==> config.mk <==
export PLATFORM = sky130hd
export DESIGN_NAME = if_id_queue
export DESIGN_NICKNAME = d
export VERILOG_FILES = /design/src/rtl/riscv_pkg.sv /design/src/rtl/if_id_queue_mem.sv /design/src/rtl/if_id_queue.sv
export SDC_FILE = /design/constraint.sdc
export NUM_CORES = 1
export LEC_CHECK = 0
export CELL_PAD_IN_SITES_DETAIL_PLACEMENT = 1
export CELL_PAD_IN_SITES_GLOBAL_PLACEMENT = 1
export CORE_ASPECT_RATIO = 1.75
export CORE_MARGIN = 1.5
export CORE_UTILIZATION = 35
export CTS_BUF_LIST = sky130_fd_sc_hd__clkbuf_4
export CTS_CLUSTER_SIZE = 40
export DETAILED_ROUTE_END_ITERATION = 10
export GPL_TIMING_DRIVEN = 1
export PLACE_DENSITY = 0.63
export SYNTH_ARGS = -nofsm -noshare
export SYNTH_HDL_FRONTEND = slang
export SYNTH_SLANG_ARGS = --single-unit
==> constraint.sdc <==
create_clock -name i_clk -period 2.8 [get_ports i_clk]
set_input_delay 0.56 -clock i_clk [delete_from_list [all_inputs] [get_ports i_clk]]
set_output_delay 0.56 -clock i_clk [all_outputs]
set_load 0.03 [all_outputs]
==> src/rtl/riscv_pkg.sv <==
// Shared RV32 pipeline types: fetch packet layout and canonical NOP encoding.
// Included by the fetch/decode boundary logic.
package riscv_pkg;

    localparam int RV_XLEN = 32;

    localparam logic [RV_XLEN-1:0] NOP_INS = 32'h00000013;

    // One queue entry: pc, instruction and the predictor decision, stored as a single word.
    typedef struct packed {
        logic [RV_XLEN-1:0] pc;
        logic [RV_XLEN-1:0] ins;
        logic               pred;
    } fetch_pkt_t;

endpackage

==> src/rtl/if_id_queue_mem.sv <==
// Packet storage for the fetch queue: one write port, asynchronous read, no reset.
// Latency: write visible on the read port the cycle after the write edge; no backpressure of its own.
module if_id_queue_mem #(
    parameter int DEPTH = 4,
    parameter int WIDTH = 65
) (
    input  logic                     i_clk,
    input  logic                     i_wr_en,
    input  logic [$clog2(DEPTH)-1:0] i_wr_addr,
    input  logic [WIDTH-1:0]         i_wr_dat,
    input  logic [$clog2(DEPTH)-1:0] i_rd_addr,
    output logic [WIDTH-1:0]         o_rd_dat
);

    logic [WIDTH-1:0] mem [DEPTH];

    always_ff @(posedge i_clk) begin
        if (i_wr_en) begin
            mem[i_wr_addr] <= i_wr_dat;
        end
    end

    assign o_rd_dat = mem[i_rd_addr];

endmodule

==> src/rtl/if_id_queue.sv <==
// Fetch-to-decode packet queue; 1-cycle latency (0 with IF_ID_QUEUE_BYPASS_EN when empty).
// Backpressure: o_stall from registered occupancy only; i_flush discards everything buffered.
module if_id_queue
    import riscv_pkg::*;
#(
    parameter int DEPTH = 4,
    parameter int XLEN  = RV_XLEN
) (
    input  logic                   i_clk,
    input  logic                   i_rst,
    input  logic                   i_valid,
    input  logic [XLEN-1:0]        i_pc,
    input  logic [XLEN-1:0]        i_ins,
    input  logic                   i_pred,
    output logic                   o_stall,
    input  logic                   i_flush,
    output logic                   o_valid,
    output logic [XLEN-1:0]        o_pc,
    output logic [XLEN-1:0]        o_ins,
    output logic                   o_pred,
    input  logic                   i_ready,
    output logic [$clog2(DEPTH):0] o_count
);

    localparam int AW = $clog2(DEPTH);
    localparam int CW = AW + 1;

    logic [AW-1:0] wr_ptr;
    logic [AW-1:0] rd_ptr;
    logic [CW-1:0] count;
    logic [CW-1:0] count_nxt;

    logic mem_vld;
    logic byp_vld;
    logic byp_take;
    logic wr_en;
    logic rd_adv;

    fetch_pkt_t in_pkt;
    fetch_pkt_t rd_pkt;
    fetch_pkt_t head_pkt;

    always_comb begin
        in_pkt      = '0;
        in_pkt.pc   = i_pc;
        in_pkt.ins  = i_ins;
        in_pkt.pred = i_pred;
    end

    if_id_queue_mem #(
        .DEPTH (DEPTH),
        .WIDTH ($bits(fetch_pkt_t))
    ) u_mem (
        .i_clk     (i_clk),
        .i_wr_en   (wr_en),
        .i_wr_addr (wr_ptr),
        .i_wr_dat  (in_pkt),
        .i_rd_addr (rd_ptr),
        .o_rd_dat  (rd_pkt)
    );

    assign mem_vld = (count != '0);
    assign o_stall = (count == CW'(DEPTH));

`ifdef IF_ID_QUEUE_BYPASS_EN
    // Empty queue forwards the fetch packet straight to decode; if decode takes it, it is never stored.
    assign byp_vld  = ~mem_vld & i_valid & ~i_flush;
    assign byp_take = byp_vld & i_ready;
`else
    assign byp_vld  = 1'b0;
    assign byp_take = 1'b0;
`endif

    assign wr_en     = i_valid & ~o_stall & ~i_flush & ~byp_take;
    assign rd_adv    = mem_vld & i_ready & ~i_flush;
    assign count_nxt = count + CW'(wr_en) - CW'(rd_adv);

    always_ff @(posedge i_clk) begin
        if (i_rst || i_flush) begin
            count  <= '0;
            wr_ptr <= '0;
            rd_ptr <= '0;
        end else begin
            count <= count_nxt;
            if (wr_en) begin
                wr_ptr <= wr_ptr + 1'b1;
            end
            if (rd_adv) begin
                rd_ptr <= rd_ptr + 1'b1;
            end
        end
    end

    assign head_pkt = byp_vld ? in_pkt : rd_pkt;
    assign o_valid  = mem_vld | byp_vld;
    assign o_count  = count;

    // Storage is never reset, so the head fields are masked whenever nothing valid is presented.
    always_comb begin
        o_pc   = '0;
        o_ins  = NOP_INS;
        o_pred = 1'b0;
        if (o_valid) begin
            o_pc   = head_pkt.pc;
            o_ins  = head_pkt.ins;
            o_pred = head_pkt.pred;
        end
    end

endmodule

# Word level (Yosys, flattened, before mapping)
# Memory sizes are Yosys's and may differ from the RTL's. A register that Yosys moved wholly into a read port is not among the register bits.
# Cells that the tools add are included.
[classes]
n_eq_ne = 1
n_reduce_logical = 2
mux = 7
add_sub_neg = 4
bitwise_logic = 6
[op_table]
columns = ["operator", "count"]
rows = [
  ["32-bit 2-to-1 mux", 2],
  ["2-bit by 1-bit adder with 2-bit output, second input constant", 2],
  ["1-bit bitwise AND", 4],
  ["2-bit 2-to-1 mux", 2],
  ["3-bit by 1-bit adder with 3-bit output", 1],
  ["3-bit equality test, second input constant", 1],
  ["1-bit 2-to-1 mux", 3],
  ["3-bit nonzero test", 1],
  ["3-bit by 1-bit subtractor with 3-bit output", 1],
  ["1-bit inverter", 2],
  ["1-bit logical OR", 1],
]
[word_totals]
regBits = 7
inputBits = 70
ramBits = 260
elab_cells = 24
out_inout_bits = 70
mem_count = 1
[mem_list]
columns = ["name", "depth", "word_bits", "read_ports", "rd_ports_with_merged_regs", "wr", "line_no", "rtl"]
rows = [
  ["u_mem.mem", 4, 65, 1, 1, 1, "if_id_queue_mem.sv:15", "logic [WIDTH-1:0] mem [DEPTH];"],
]

# Logic depth before layout (Yosys ltp)
# Gate-level depths: netlist (run 1).
[depth]
word_depth = 6
mapped_depth = 12
depth_no_buf = 11

# By module
# From an unflattened synthesis (run 1), not the netlist that was laid out.
[hier_totals]
hier_cells = 453
hier_area_um2 = 10288.6
[by_module_without_submodules]
columns = ["mod", "cells_each", "area_each_um2", "n_inst"]
rows = [
  ["if_id_queue_mem", 343, 9455.3, 1],
  ["if_id_queue", 110, 833.3, 1],
]

# Worst setup path after synthesis (run 1)
# No wires, ideal clock.
[synth_timing]
kind = "flip-flop to flip-flop"
from = "register count[1] (netlist: o_count[1])"
to = "memory u_mem.mem[0][0] (enable)"
setup_slack_ns = -0.217
n_path_buf = 1
required_time_ns = 2.370
setup_time_ns = 0.430
synth_period_minus_slack_ns = 3.017
path_stages_with_launch = 4
arrival_ns = 2.587
path_cell_list = "dfxtp_1 -> or3b_1 -> clkbuf_1 -> and3_1"
[synth_between]
elab_chain_len = 6
[synth_rtl]
columns = ["element", "line_no", "rtl"]
rows = [
  ["start, declared", "if_id_queue.sv:30", "logic [CW-1:0] count;"],
  ["start signal, assigned", "if_id_queue.sv:84", "count <= count_nxt;"],
  ["3-bit equality test", "if_id_queue.sv:63", "assign o_stall = (count == CW'(DEPTH));"],
  ["1-bit inverter", "if_id_queue.sv:74", "assign wr_en = i_valid & ~o_stall & ~i_flush & ~byp_take;"],
  ["1-bit bitwise AND (2 in a row)", "if_id_queue.sv:74", ""],
  ["1-bit 2-to-1 mux", "if_id_queue_mem.sv:18", "if (i_wr_en) begin"],
  ["1-bit 2-to-1 mux (not written as such)", "if_id_queue_mem.sv:19", "mem[i_wr_addr] <= i_wr_dat;"],
  ["end, declared", "if_id_queue_mem.sv:15", ""],
]
# Every way passes these cells.

==> results of run 1 <==
## critical path: stages, from the launching register on
cell and delay (ns):
dfxtp_4 0.37, buf_12 0.16, buf_8 0.13, mux4_2 0.48, or2_4 0.27, buf_6 0.14
## metrics by stage
stage	instance area (sq um)	total power, mW	worst slack (ns)	hold WS (ns)	std cells
finish	13700	8.13	0.000415	0.507	1109
global route	13700	8.47	-0.140	0.428	1108
CTS	13600	8.28	-0.124	0.412	1107
detailed placement	12400	5.12	-0.0678	0.507	981
global placement	12400	5.10	-0.00850	0.479	981
floorplan	10300	4.81	0.169	0.469	462
## kinds of logic (layout without fill, tap and decap cells)
group           after synthesis  count (layout)  share of synthesized area (%)
buf+inv                      28             295                           1.54
simple gates                 85              85                           5.06
xor+xnor                      4               4                          0.341
compound gates                4               4                          0.255
other cells                   0               2                              0
fa+ha+maj                     7               7                          0.924
flops                       269             269                           77.6
mux                          65              65                           14.2
## power by group
| part | total (mW) | internal (mW) | switching (mW) | leakage, nW |
|---|---|---|---|---|
| Clock | 3.05 | 1.59 | 1.46 | 0.462 |
| Combinational | 0.594 | 0.307 | 0.287 | 1.72 |
| Sequential | 4.49 | 4.47 | 0.0169 | 2.44 |
| Total | 8.13 | 6.37 | 1.77 | 4.62 |
## cell type report
type,count,area share (%)
diodes,2,0.0366
clock buffers,85,4.67
clock inverters,24,1.11
inverters,7,0.192
multi-input cells,165,16.9
flip-flops and latches,269,58.5
well taps,378,3.46
repair buffers,179,15.1
## worst min-delay path by stage
stage | endpoint | slack (ns) | depth (start not counted)
after floorplan | wr_ptr[1]$_SDFFE_PP0P_ | 0.47 | 2
after detailed placement | wr_ptr[0]$_SDFFE_PP0P_ | 0.51 | 2
after global routing | u_mem.mem[2][12]$_DFFE_PP_ | 0.43 | 1
after CTS | u_mem.mem[0][17]$_DFFE_PP_ | 0.41 | 1
after global placement | wr_ptr[1]$_SDFFE_PP0P_ | 0.48 | 2
final | u_mem.mem[0][54]$_DFFE_PP_ | 0.51 | 1
## registers in the layout (all words and copies together), names as in the netlist, named ones only
name	count
rd_ptr	2
u_mem.mem	260
o_count	3
wr_ptr	2
## timing repair
item / 4_1_cts / 5_1_grt
gates resized for setup: 474 / 15
gates cloned: 4 / 1
endpoints found under the hold margin: 0 / 0
pin swaps: 0 / 1
endpoints found under the setup margin: 67 / 66
setup buffers: 13 / 0
## cells in the final DEF, fill, tap and decap left out, types with 6 or more instances in the layout
| cell type | count |
|---|---|
| clkbuf_4 | 85 |
| ha_1 | 6 |
| clkdlybuf4s50_1 | 72 |
| mux4_2 | 65 |
| and2_4 | 58 |
| buf_6 | 67 |
| clkinv_1 | 17 |
| inv_1 | 6 |
| buf_4 | 11 |
| edfxtp_1 | 260 |
| and2_1 | 7 |
| buf_12 | 15 |
## routing by layer
layer,vias to the layer above,GRT usage [%],part of all wire [%]
li1,2361,-,-
met1,2770,15.7,35
met2,153,30.5,58
met3,36,3.66,4.7
met4,0,5.87,2.0
met5,-,0,0
==> impl_metrics.toml, run 1 <==
[sta]
post-route-period-util_pct = 100
finalHoldViolCount = 0
fin_crit_ns = 2.80
maxSlewViolCount = 0
skew_ns = 0.0238
relSlewSlack_pct = 68.4
tightest_slew_ns = 0.468
max_freq_ghz = 0.357
rsz0062_at_grt = "true"
setup-violations-final = 0
tns_ns = 0

[power_and_ir_drop]
p_leak_nw = 4.62
vdd_drop_max_v = 0.000363
powerDensity_mw_per_mm2 = 595

[clock_tree]
clock_path_buffers = 3
cts.clk_slew.worst_paths_ns = 0.07
htree_num_levels = 2
root_buffer = "clkbuf_4"
cts_made_buffers = 60
insertion_delay_ns = 0.69
tritoncts = "yes"
hold_buffers = 0
clkSinkCount = 269

[finish]
seq_area_sq_mm = 0.00800
area_growth_pct = 32.9
fill_cells = 2669
multi_input_area_sq_mm = 0.00232
finish.net_count = 759
final_util_pct = 47.4
drive_above_1_share_pct = 45.7

[setup_path]
worstPathMaxFanout = 8
endpoint = "o_ins[4]"
rr_worst_depth = 11
worstSetupStartpointType = "register"
end_kind = "output pin"
cp.arrival_ns = 2.24
worstSetupPathType = "reg2out"
rrSetupSlack_ns = 0.30
rr_startpoint = "o_count[2]$_SDFF_PP0_"
crit_required_ns = 2.24
r2r-end = "o_count[2]$_SDFF_PP0_"

[grt]
first_global_vias = 6212
grt_pass1_wl_um = 35500
overflow = 0
grt_antenna_before_repair = 2
grt_usage_pct = 15.6
grt_max_degree = 43

[floorplan]
die_area_sq_mm = 0.0305
start_util_pct = 35.7
rows = 82
core_sq_mm = 0.0288
fp.dieW_um = 133
top_level_ports = 140
dieHeight_um = 230

[yosys]
ys_types = 24
yosysMostFrequentCell = "edfxtp_1"
async_reset_ff_share_pct = 0
yosysWarnings = 0
synth_edf_count = 260
synth_seq_cells = 269
synth_top_cells_by_count = "260 x edfxtp_1, 65 x mux4_2, 64 x and2_1"
synth_area_leaders = "edfxtp_1 76%, mux4_2 14%, and2_1 3.9%"
synth_nets = 539
synthCells = 462
synth_top_cell_area_share_pct = 75.9
netlist_area_sq_mm = 0.0103
yosysSeqAreaShare_pct = 77.6
synth_ff_type = "edfxtp_1"
synth_top_cell_by_area = "edfxtp_1"
syn_area_per_cell_sq_um = 22.3

[detailed_routing]
num_vias = 5320
drt_wl_total_um = 22900
drc = 0
wl_per_cell_um = 20.7
via_per_inst = 4.80
first_iter_violations = 268
antenna_left = 0
dr.pass1.iters = 4

[run_status]
status = "completed"

[run]
drv_cap = 0

[place]
post-dp-hpwl_um = 14000
place_congestion = 0.724
port_buffers = 139

[hold_path]
hold_start = "i_pc[21]"
min_path_type = "in2reg"
Note: power is estimated with default switching activity, not from simulation.
==> inputs of run 2 (changes only) <==
--- a/config.mk
+++ b/config.mk
@@ -9,12 +9,12 @@
 export CELL_PAD_IN_SITES_GLOBAL_PLACEMENT = 1
 export CORE_ASPECT_RATIO = 1.75
 export CORE_MARGIN = 1.5
-export CORE_UTILIZATION = 35
+export CORE_UTILIZATION = 45
 export CTS_BUF_LIST = sky130_fd_sc_hd__clkbuf_4
 export CTS_CLUSTER_SIZE = 40
 export DETAILED_ROUTE_END_ITERATION = 10
 export GPL_TIMING_DRIVEN = 1
-export PLACE_DENSITY = 0.63
+export PLACE_DENSITY = 0.78
 export SYNTH_ARGS = -nofsm -noshare
 export SYNTH_HDL_FRONTEND = slang
 export SYNTH_SLANG_ARGS = --single-unit
==> run 2 against run 1 <==
  * First-iteration DRC count fell by 23%
  * Routed wire length fell by 1.4%
  * Clock power is essentially flat
  * Hold slack about the same
  * Cell count shrank 7.7%
  * Utilization is 11 points higher
  * Design area shrank 4.0%
  * Critical endpoint is now o_ins[30]
==> impl_metrics.toml, run 2 (synthesized netlist as in run 1, its figures left out) <==
[run_status]
status = "completed"

[finish]
area_growth_pct = 27.6
layout_common_cells = "260 x edfxtp_1, 97 x clkbuf_4, 72 x clkdlybuf4s50_1"
fill_cells = 2043
largest-register = "u_mem.mem"
final_util_pct = 58.2
drive_above_1_share_pct = 40.3
largest_reg_flops = 260
finalNonFillerCells = 1024
finish.net_count = 750
layout_commonest_cell = "edfxtp_1"

[sta]
setup-violations-final = 0
max_freq_ghz = 0.358
tightest_slew_ns = 0.489
tns_ns = 0
finalHoldViolCount = 0
rsz0062_at_grt = "true"
maxSlewViolCount = 0
holdWs_ns = 0.507
worst_slack_ns = 0.00682
relSlewSlack_pct = 67.0
fin_crit_ns = 2.79
post-route-period-util_pct = 99.8
skew_ns = 0.0219

[power_and_ir_drop]
vdd_drop_max_v = 0.000492
powerDensity_mw_per_mm2 = 616
p_leak_nw = 4.48

[setup_path]
worstPathMaxFanout = 5
cp.arrival_ns = 2.23
crit_required_ns = 2.24
worstSetupStartpointType = "register"
end_kind = "output pin"
worstSetupPathType = "reg2out"

[detailed_routing]
drc = 0
first_iter_violations = 207
via_per_inst = 5.11
wl_per_cell_um = 22.1
drt_wl_total_um = 22600
dr.pass1.iters = 4
antenna_left = 0
num_vias = 5230

[floorplan]
rows = 73
die_area_sq_mm = 0.0238
core_sq_mm = 0.0226
start_util_pct = 45.6
top_level_ports = 140
dieHeight_um = 203
fp.dieW_um = 117

[clock_tree]
htree_num_levels = 2
root_buffer = "clkbuf_4"
clkSinkCount = 269
cts_made_buffers = 59
cts.clk_slew.worst_paths_ns = 0.07
insertion_delay_ns = 0.66
tritoncts = "yes"
clock_path_buffers = 3
hold_buffers = 0

[place]
dpl_worst_slack_ns = -0.0428
port_buffers = 139
post-dp-hpwl_um = 13600
placed_cells = 898
place_congestion = 0.701

[hold_path]
min_path_type = "reg2reg"

[run]
drv_cap = 0

[grt]
grt_pass1_wl_um = 34200
grt_max_degree = 66
grt_antenna_before_repair = 4
grt_usage_pct = 19.7
first_global_vias = 6118
overflow = 0
run 2: cell count changes in the layout (fill, tap and decap cells not counted), sizes merged:
cell           before  now
clkbuf             87   99
diode               2    4
clkdlybuf4s15       1    0
buf               104   96
dlygate4sd2         0    1
clkinvlp            1    0
clkinv             21   10
bufinv              2    1
run 2: what timing repair did:
| action | in CTS | in global routing |
|---|---|---|
| setup buffers | 11 | 4 |
| gates cloned | 2 | 1 |
| resized for setup | 290 | 125 |
| endpoints found under the setup margin | 67 | 56 |
run 2: critical path, stage by stage, from the launching register on:
cell and delay, ns:
dfxtp_4 0.38, buf_8 0.14, buf_12 0.12, buf_4 0.11
mux4_2 0.48, and2_1 0.18, buf_2 0.18
run 2: final cells by class:
cell class | instances | area, sq um | share of cell area, %
clock buffer | 97 | 728 | 5.55
sequential | 269 | 8000 | 60.9
inverter | 7 | 26.3 | 0.200
antenna | 4 | 10.0 | 0.0762
tap | 300 | 375 | 2.86
clock inverter | 11 | 70.1 | 0.534
timing repair buffer | 171 | 1720 | 13.1
multi-input combinational | 165 | 2210 | 16.8
run 2: stage by stage:
| step | cell area [sq um] | total power [mW] |
|---|---|---|
| finish | 13100 | 8.09 |
| CTS | 13100 | 8.19 |
| global placement | 12200 | 5.08 |
| floorplan | 10300 | 4.81 |
| global route | 13100 | 8.38 |
| detailed placement | 12200 | 5.11 |
run 2: layer usage:
layer	global-route usage (%)	up-vias	routed length, um
met2	36.1	145	12900
met5	0	-	0
met4	9.90	0	869
met3	3.22	52	787
met1	21.4	2692	8070
li1	-	2341	-
run 2: power breakdown:
group / switching, mW / internal [mW] / leakage (nW)
registers: 0.0181 / 4.47 / 2.44
clock network: 1.41 / 1.65 / 0.481
logic: 0.276 / 0.256 / 1.57
run 2: worst paths after layout:
kind	from	end	slack (ns)	depth (start not counted)
setup reg to reg	o_count[2]$_SDFF_PP0_	o_count[2]$_SDFF_PP0_	0.30	11
setup / recovery	register	o_ins[30]	0.007	6
hold reg to reg	wr_ptr[1]$_SDFFE_PP0P_	wr_ptr[1]$_SDFFE_PP0P_	0.51	2
hold / removal	wr_ptr[1]$_SDFFE_PP0P_	wr_ptr[1]$_SDFFE_PP0P_	0.51	2
